## config.mk

```make
export PLATFORM = sky130hd
export DESIGN_NAME = rx_link_buffer_flat
export DESIGN_NICKNAME = d
export VERILOG_FILES = /design/src/rtl/rx_link_buffer_if.sv /design/src/rtl/rx_link_buffer.sv /design/src/flat_wrapper.sv
export SDC_FILE = /design/constraint.sdc
export NUM_CORES = 1
export LEC_CHECK = 0
export BUFFER_PORTS_ARGS = -buffer_cell sky130_fd_sc_hd__buf_2
export CAP_MARGIN = 20
export CORE_MARGIN = 2
export CORE_UTILIZATION = 35
export DETAILED_ROUTE_END_ITERATION = 7
export PLACE_DENSITY_LB_ADDON = 0.3
export SLEW_MARGIN = 20
export SYNTH_ARGS = -nofsm -noshare
export SYNTH_HDL_FRONTEND = slang
export SYNTH_SLANG_ARGS = --single-unit
```

## constraint.sdc

```tcl
create_clock -name clk -period 4.6 [get_ports clk]
set_input_delay 0.46 -clock clk [delete_from_list [all_inputs] [get_ports clk]]
set_output_delay 0.46 -clock clk [all_outputs]
set_load 0.01 [all_outputs]
```

## src/rtl/rx_link_buffer_if.sv

```systemverilog
// rx_link_buffer_if: link-side and RX-FSM-side signals of the receive buffer
interface rx_link_buffer_if #(
   parameter int DEPTH = 8,
   parameter int CNT_W = $clog2(DEPTH) + 1
);
   logic             in_valid;
   logic [31:0]      in_data;
   logic             credit_return;
   logic             out_valid;
   logic             out_ready;
   logic [31:0]      out_data;
   logic             out_sop;
   logic             out_eop;
   logic [CNT_W-1:0] count;
   logic             overflow_err;
   logic             err_clear;
   modport master (
      output in_valid, in_data, out_ready, err_clear,
      input  credit_return, out_valid, out_data, out_sop, out_eop, count, overflow_err
   );
   modport slave (
      input  in_valid, in_data, out_ready, err_clear,
      output credit_return, out_valid, out_data, out_sop, out_eop, count, overflow_err
   );
endinterface

```

## src/rtl/rx_link_buffer.sv

```systemverilog
// rx_link_buffer: credit-governed link RX FIFO with packet framing on the head flit
module rx_link_buffer #(
   parameter int DEPTH = 8,
   parameter int CNT_W = $clog2(DEPTH) + 1
) (
   input logic        clk,
   input logic        n_rst,
   rx_link_buffer_if.slave bus
);
   localparam int AW = $clog2(DEPTH);
   typedef enum logic {HDR, PAYLOAD} state_t;
   logic [31:0]      mem_q [DEPTH];
   logic [AW-1:0]    head_q, head_d, tail_q, tail_d;
   logic [CNT_W-1:0] count_q, count_d, pend_q, pend_d;
   state_t           state_q, state_d;
   logic [7:0]       rem_q, rem_d;
   logic             ovf_q, ovf_d, credit_q, credit_d;
   logic             pop, push;
   assign bus.out_valid     = count_q != '0;
   assign pop               = bus.out_valid & bus.out_ready;
   assign push              = bus.in_valid & ((count_q < CNT_W'(DEPTH)) | pop);
   assign bus.out_data      = mem_q[head_q];
   assign bus.count         = count_q;
   assign bus.overflow_err  = ovf_q;
   assign bus.credit_return = credit_q;
   // FIFO pointers, occupancy, sticky overflow and credit bookkeeping
   always_comb begin
      head_d   = head_q + AW'(pop);
      tail_d   = tail_q + AW'(push);
      count_d  = count_q + CNT_W'(push) - CNT_W'(pop);
      ovf_d    = (bus.in_valid & ~push) | (ovf_q & ~bus.err_clear);
      credit_d = pend_q != '0;
      pend_d   = pend_q - CNT_W'(credit_d) + CNT_W'(pop);
   end
   // framing FSM: header LEN byte sets how many payload flits follow
   always_comb begin
      state_d     = state_q;
      rem_d       = rem_q;
      bus.out_sop = bus.out_valid & (state_q == HDR);
      bus.out_eop = bus.out_valid & ((state_q == HDR) ? (bus.out_data[7:0] == 8'd0) : (rem_q == 8'd1));
      if (pop) begin
         if (state_q == HDR) begin
            rem_d   = bus.out_data[7:0];
            state_d = (bus.out_data[7:0] != 8'd0) ? PAYLOAD : HDR;
         end else begin
            rem_d   = rem_q - 8'd1;
            state_d = (rem_q == 8'd1) ? HDR : PAYLOAD;
         end
      end
   end
   // control state; pending starts at DEPTH so the link learns the full buffer size
   always_ff @(posedge clk or negedge n_rst) begin
      if (!n_rst) begin
         head_q   <= '0;
         tail_q   <= '0;
         count_q  <= '0;
         pend_q   <= CNT_W'(DEPTH);
         credit_q <= 1'b0;
         ovf_q    <= 1'b0;
         state_q  <= HDR;
         rem_q    <= '0;
      end else begin
         head_q   <= head_d;
         tail_q   <= tail_d;
         count_q  <= count_d;
         pend_q   <= pend_d;
         credit_q <= credit_d;
         ovf_q    <= ovf_d;
         state_q  <= state_d;
         rem_q    <= rem_d;
      end
   end
   // flit storage, deliberately left unreset
   always_ff @(posedge clk) begin
      if (push) mem_q[tail_q] <= bus.in_data;
   end
endmodule
```

## src/flat_wrapper.sv

```systemverilog
// flat-port wrapper written by rule: the top's interface ports become plain ports
module rx_link_buffer_flat 
#(
   parameter int DEPTH = 8,
   parameter int CNT_W = $clog2(DEPTH) + 1
)
  (clk, n_rst, bus_in_valid, bus_in_data, bus_out_ready, bus_err_clear, bus_credit_return, bus_out_valid, bus_out_data, bus_out_sop, bus_out_eop, bus_count, bus_overflow_err);
  rx_link_buffer_if #(.DEPTH(DEPTH), .CNT_W(CNT_W)) bus_i ();
  input logic clk;
  input logic n_rst;
  input wire logic [$bits(bus_i.in_valid)-1:0] bus_in_valid;
  input wire logic [$bits(bus_i.in_data)-1:0] bus_in_data;
  input wire logic [$bits(bus_i.out_ready)-1:0] bus_out_ready;
  input wire logic [$bits(bus_i.err_clear)-1:0] bus_err_clear;
  output wire logic [$bits(bus_i.credit_return)-1:0] bus_credit_return;
  output wire logic [$bits(bus_i.out_valid)-1:0] bus_out_valid;
  output wire logic [$bits(bus_i.out_data)-1:0] bus_out_data;
  output wire logic [$bits(bus_i.out_sop)-1:0] bus_out_sop;
  output wire logic [$bits(bus_i.out_eop)-1:0] bus_out_eop;
  output wire logic [$bits(bus_i.count)-1:0] bus_count;
  output wire logic [$bits(bus_i.overflow_err)-1:0] bus_overflow_err;
  assign bus_i.in_valid = bus_in_valid;
  assign bus_i.in_data = bus_in_data;
  assign bus_i.out_ready = bus_out_ready;
  assign bus_i.err_clear = bus_err_clear;
  assign bus_credit_return = bus_i.credit_return;
  assign bus_out_valid = bus_i.out_valid;
  assign bus_out_data = bus_i.out_data;
  assign bus_out_sop = bus_i.out_sop;
  assign bus_out_eop = bus_i.out_eop;
  assign bus_count = bus_i.count;
  assign bus_overflow_err = bus_i.overflow_err;
  rx_link_buffer #(.DEPTH(DEPTH), .CNT_W(CNT_W)) u_core (.clk(clk), .n_rst(n_rst), .bus(bus_i));
endmodule
```

==> flow_metrics.tcl, run 1 <==
set metrics [dict create \
    busiest_layer "met2" \
    timing.fmax_mhz 264 \
    antenna_found_initial 2 \
    gr-usage-met1_pct 18.9 \
    rsz0062_at_grt "false" \
    pwr-share-seq_pct 42.9 \
    final.setup_skew_ns 0.0139 \
    arrival_ns 3.33 \
    synth-edff-count 256 \
    place_hpwl_um 14000 \
    firstDrtPassIters 5 \
    syn_area_per_cell_um2 20.2 \
    cts_buffers 29 \
    clock-sinks 281 \
    post_dp_cell_area_um2 12200 \
    worst_pin_slew_ns 0.922 \
    io_pins 78 \
    power_switching_mw 2.60 \
    yosysTopAreaCellShare_pct 68.8 \
    wirelength_um 22900 \
    hold-path-endpoint "u_core.bus.overflow_err" \
    synth_async_sr_flop_share_pct 8.90 \
    slew_violations 0 \
    gp_congestion 0.783 \
    yosysWarnings 0 \
    maxCapViolCount 0 \
    layout.nets 704 \
    fin_hold_ws_ns 0.109 \
    p_clk_share_pct 28.0 \
    grt_pass1_vias 5994 \
    rr_startpoint "u_core.bus.count[3]" \
    rows 65 \
    worstReg2RegEnd "u_core.mem_q[5][20]" \
    maxSlewHeadroom_pct 38.5 \
    grtUsageMet3_pct 2.95 \
    layout_setup_ws_ns 0.813 \
    vias_per_cell 5.14 \
    syn-cell-area_um2 11200 \
    yosysSeqAreaShare_pct 74.4 \
    synthFlopType "edfxtp_1" \
    root_buffer "clkbuf_16" \
    chipHeight_um 183 \
    finalCoreUtilization_pct 41.8 \
    setup_viol 0 \
    synth_nets 606 \
    crit_fanout 52 \
    hold_viol 0 \
    synth_area_leader_cell "edfxtp_1" \
    post-route-drc-count 0 \
    chipWidth_um 183 \
    drt_iter0_drc 472 \
    grt_max_degree 53 \
    fin_setup_tns_ns 0 \
    clkLatencyLatePin_ns 0.55 \
    htree_levels 1 \
    min_period_ns 3.79 \
    synth_common_cells "256 x edfxtp_1, 62 x mux4_2, 30 x mux2_2, 24 x dfrtp_1, 21 x nor2_1" \
    fin_crit_sh_pct 82.3 \
    cts_setup_buffers 0 \
    synth.area.top_cells "edfxtp_1 69%, mux4_2 13%, dfrtp_1 5.4%" \
    status "complete, no violations" \
    power_density_nw_per_um2 648 \
    initial_core_util_pct 35.5 \
    io_buffers 77 \
    r2r_cells 8 \
    worstSetupPathType "flop to output port" \
    clk_pin_slew_ns 0.06 \
    overflow 0 \
    hold_depth 2 \
    cts_tree "done" \
    use_met2_pct 23.2 \
    ant_nets 0 \
    synth_cell_types 40 \
    hold_buffers 1 \
    synth_cells 553 \
    ff2ff_setup_slack_ns 1.29 \
    power_leakage_nw 4.45 \
    swShare_pct 30.5 \
    coreArea_um2 31500 \
    peakVddDrop_v 0.000322 \
    pre_cts_slack_ns 1.26 \
    wl_per_cell_um 21.3 \
    holdCritPathClass "input pin to flop" \
    cts_resized 0 \
    ys_ff_latch 281 \
    power.internal_mw 5.92 \
    die_area_um2 33400 \
    start_kind "flop" \
    hp-start "bus_err_clear" \
    grt_pass1_wl_um 35500 \
    final_area_um2 13100 \
    grt_usage_pct 13.9 \
    cts_buffer_depth 3 \
    n_fill_cell 2737 \
    synth.most_common_cell "edfxtp_1" \
    routed-via-count 5525 \
    cp.required_ns 4.14 \
    drive_gt1_share_pct 35.8 \
    comb_power_share_pct 29.1 \
    area_delta_synth_final_pct 17.7 \
    end_kind "output port" \
]
[cells in the final DEF (no fill, tap or decap), drive strengths merged, types with 8 or more instances in the layout]
master / n
mux2: 30
clkbuf: 36
a21oi: 11
nand2: 10
nor3: 18
ha: 14
inv: 19
o22ai: 9
mux4: 64
o21ai: 9
edfxtp: 256
buf: 89
clkinv: 8
nor2: 21
nand2b: 8
dfrtp: 24
[cell type report]
cell class	instances	area, um^2	area share, %
Multi-Input combinational cell	231	2730	20.8
Inverter	18	67.6	0.514
Clock inverter	15	219	1.67
Timing Repair Buffer	90	546	4.15
Antenna cell	1	2.50	0.0190
Sequential cell	281	8320	63.3
Tap cell	402	503	3.83
Clock buffer	36	752	5.72
[power groups by stage]
stage               clock network (mW)  registers, mW  logic (mW)
floorplan                            0           3.39        1.91
global route                      2.55           3.73        2.72
detailed placement                   0           3.72        2.52
global placement                     0           3.70        2.44
CTS                               2.46           3.67        2.54
finish                            2.39           3.65        2.48
[state kept, by name, summed over array words and instances (netlist names)]
| name | flops |
|---|---|
| u_core.pend_q | 4 |
| u_core.rem_q | 8 |
| u_core.tail_q | 3 |
| u_core.bus.credit_return | 1 |
| u_core.state_q | 1 |
| u_core.mem_q | 256 |
| u_core.bus.overflow_err | 1 |
| u_core.head_q | 3 |
| u_core.bus.count | 4 |
[worst max-delay path by stage]
stage,from,to,slack [ns]
final,u_core.head_q[1],bus_out_eop,0.81
after detailed placement,u_core.bus.count[3],u_core.mem_q[4][23],1.26
after floorplan,u_core.bus.count[2],u_core.mem_q[1][0],0.21
after global placement,u_core.bus.count[3],u_core.mem_q[2][13],1.29
after CTS,u_core.head_q[1],bus_out_eop,0.76
after global routing,u_core.head_q[1],bus_out_eop,0.59
[cell families after synthesis]
| family | Yosys count | synth area share [%] |
|---|---|---|
| buffers and inverters | 41 | 1.57 |
| DFF | 281 | 74.4 |
| and+or+nand+nor | 73 | 3.18 |
| muxes | 95 | 16.1 |
| AOI/OAI and AO/OA | 39 | 2.16 |
| xor gates and xnor gates | 8 | 0.627 |
| adders and majority gates | 16 | 1.93 |
[metrics by stage]
step	cells	total power [mW]
after floorplan	553	5.30
after global placement	1018	6.15
after detailed placement	1021	6.24
after CTS	1073	8.67
after global routing	1073	9.00
final	1074	8.52
[worst max-delay path, stage by stage, from the launching register on]
cell and delay (ns):
dfrtp_4 0.96, mux4_2 0.60, mux2i_1 0.18, inv_1 0.11, or3_1 0.39, o31ai_2 0.23, and2_1 0.17, buf_2 0.13
[routing by layer]
layer  share of wire, %  up-vias
li1                   -     2446
met3                5.9       42
met1                 44     2867
met4                2.0        2
met5              0.057        -
met2                 48      168
Note: power is estimated with default switching activity, not from simulation.
==> run 2, diff against run 1 <==
==> constraint.sdc (replaced) <==
create_clock -name clk -period 3.15 [get_ports clk]
set_input_delay 0.315 -clock clk [delete_from_list [all_inputs] [get_ports clk]]
set_output_delay 0.315 -clock clk [all_outputs]
set_load 0.01 [all_outputs]
==> run 2 against run 1 <==
Effect of this change:
- design area grew 3.6%
- critical path depth did not move
- core utilization is 1.5 points higher
- cell count increased by 3.7%
- count of clock-buffer cells in the layout increased by 1
- worst hold slack got worse by 0.077 ns
- via count rose by 5.0%
- worst setup slack worse by 0.74 ns
- global-route usage grew 0.33 points
- die area unchanged
- register-to-register slack got worse by 0.76 ns
- critical path type unchanged
- largest cell class unchanged
==> flow_metrics.tcl, run 2 (synthesis results as in run 1) <==
set metrics [dict create \
    hold_viol 0 \
    power.internal_mw 8.80 \
    coreArea_um2 31500 \
    chipWidth_um 183 \
    wirelength_um 23600 \
    end_kind "output port" \
    peakVddDrop_v 0.000540 \
    layout_commonest_cell "edfxtp_1" \
    power_switching_mw 4.02 \
    vias_per_cell 5.21 \
    place_hpwl_um 14600 \
    clk_pin_slew_ns 0.06 \
    drt_iter0_drc 381 \
    p_clk_share_pct 27.2 \
    cpPeakStageDelay_ns 0.52 \
    clock-sinks 281 \
    start_kind "flop" \
    final.setup_skew_ns 0.0256 \
    initial_core_util_pct 35.5 \
    cp_slowest_cell "dfrtp_4" \
    area_delta_synth_final_pct 21.9 \
    worstReg2RegEnd "u_core.bus.count[2]" \
    grt_max_degree 29 \
    wl_per_cell_um 21.2 \
    max_flop_register "u_core.mem_q" \
    maxSlewHeadroom_pct 58.1 \
    cts_tree "done" \
    maxUsedRoutingLayer "met5" \
    path_buf_inv 2 \
    met1_length_um 10200 \
    die_area_um2 33400 \
    power_density_nw_per_um2 941 \
    root_buffer "clkbuf_16" \
    setup_viol 0 \
    grt_usage_pct 14.2 \
    fin_setup_tns_ns 0 \
    final_cell_mix "256 x edfxtp_1, 76 x buf_2, 62 x mux4_2, 31 x clkbuf_16, 29 x mux2_2" \
    largest_reg_flops 256 \
    cp.required_ns 2.83 \
    io_pins 78 \
    fin_crit_sh_pct 97.7 \
    comb_power_share_pct 33.3 \
    rows 65 \
    crit_family "multiplexers" \
    hold-path-endpoint "u_core.mem_q[4][28]" \
    status "complete, no violations" \
    rsz0062_at_grt "true" \
    antenna_found_initial 1 \
    swShare_pct 31.4 \
    timing.fmax_mhz 325 \
    gp_congestion 0.844 \
    chipHeight_um 183 \
    arrival_ns 2.76 \
    r2r_cells 11 \
    finalCoreUtilization_pct 43.3 \
    firstDrtPassIters 5 \
    hp-start "bus_in_data[28]" \
    io_buffers 77 \
    ant_nets 0 \
    power_leakage_nw 4.67 \
    routed-via-count 5804 \
    post-route-drc-count 0 \
    holdCritPathClass "input pin to flop" \
    pre_cts_slack_ns 0.314 \
    drive_gt1_share_pct 38.6 \
    top_regs "u_core.mem_q: 256 flops, u_core.rem_q: 8 flops" \
    cts_buffer_depth 3 \
    layout.nets 740 \
    crit_fanout 4 \
    worstSetupPathType "flop to output port" \
    overflow 0 \
    slew_violations 0 \
    pwr-share-seq_pct 39.6 \
    rr_startpoint "u_core.bus.count[3]" \
    clkLatencyLatePin_ns 0.57 \
    maxCapViolCount 0 \
    wl_met2_um 11500 \
    htree_levels 1 \
    min_period_ns 3.08 \
    grt_pass1_wl_um 36400 \
    ff2ff_setup_slack_ns 0.53 \
    worst_pin_slew_ns 0.628 \
    hold_depth 1 \
    met3WireLength_um 1410 \
    grt_pass1_vias 6196 \
    antenna_cells 0 \
    worstPathCellList "buf_12 > mux4_2 > mux2_4 > or3_4 > o31ai_4 > and2_4 > buf_6" \
    cts_buffers 31 \
    layout_setup_ws_ns 0.0721 \
]
[run 2: worst max-delay path by stage]
stage / start / end / slack (ns) / cells past startpoint
floorplan: u_core.bus.count[2] / u_core.mem_q[7][0] / -0.38 / 8
global route: u_core.head_q[1] / bus_out_eop / -0.02 / 8
global placement: u_core.head_q[1] / bus_out_eop / 0.33 / 6
finish: u_core.head_q[1] / bus_out_eop / 0.07 / 7
CTS: u_core.head_q[1] / bus_out_eop / 0.02 / 7
detailed placement: u_core.head_q[1] / bus_out_eop / 0.31 / 6
[run 2: power by group through the flow]
stage / Combinational (mW) / Sequential (mW) / Clock [mW]
after floorplan: 2.79 / 4.95 / 0
after global placement: 3.88 / 5.22 / 0
after detailed placement: 3.98 / 5.26 / 0
after CTS: 4.20 / 5.11 / 3.58
after global routing: 4.63 / 5.13 / 3.73
final: 4.27 / 5.07 / 3.48
[run 2: layout make-up]
class	instances	area, um^2
Clock buffer	37	798
Timing Repair Buffer	124	926
Fill cell	2680	17900
Sequential cell	281	8330
Tap cell	402	503
Inverter	18	67.6
Clock inverter	21	196
Multi-Input combinational cell	231	2800
[run 2: what timing repair did]
item / CTS / global route
pin swaps: 0 / 2
resized for setup: 8 / 9
hold endpoints to repair: 92 / 0
setup buffers: 5 / 2
endpoints found under the setup margin: 1 / 4
hold buffers: 12 / 0
[run 2: per-stage QoR]
| step | cell area (um^2) | cells | hold slack, ns | power (mW) |
|---|---|---|---|---|
| after floorplan | 11200 | 553 | 0.0194 | 7.74 |
| after global placement | 12300 | 1037 | 0.340 | 9.09 |
| after detailed placement | 12300 | 1037 | 0.356 | 9.24 |
| after CTS | 13500 | 1112 | 0.000657 | 12.9 |
| after global routing | 13600 | 1114 | 0.0161 | 13.5 |
| final | 13600 | 1114 | 0.0322 | 12.8 |
[run 2: metal layers]
metal  track usage (%)  vias to the layer above
li1                  -                     2526
met1              18.9                     3030
met2              24.3                      200
met3              2.67                       46
met4              3.35                        2
met5                 0                        -
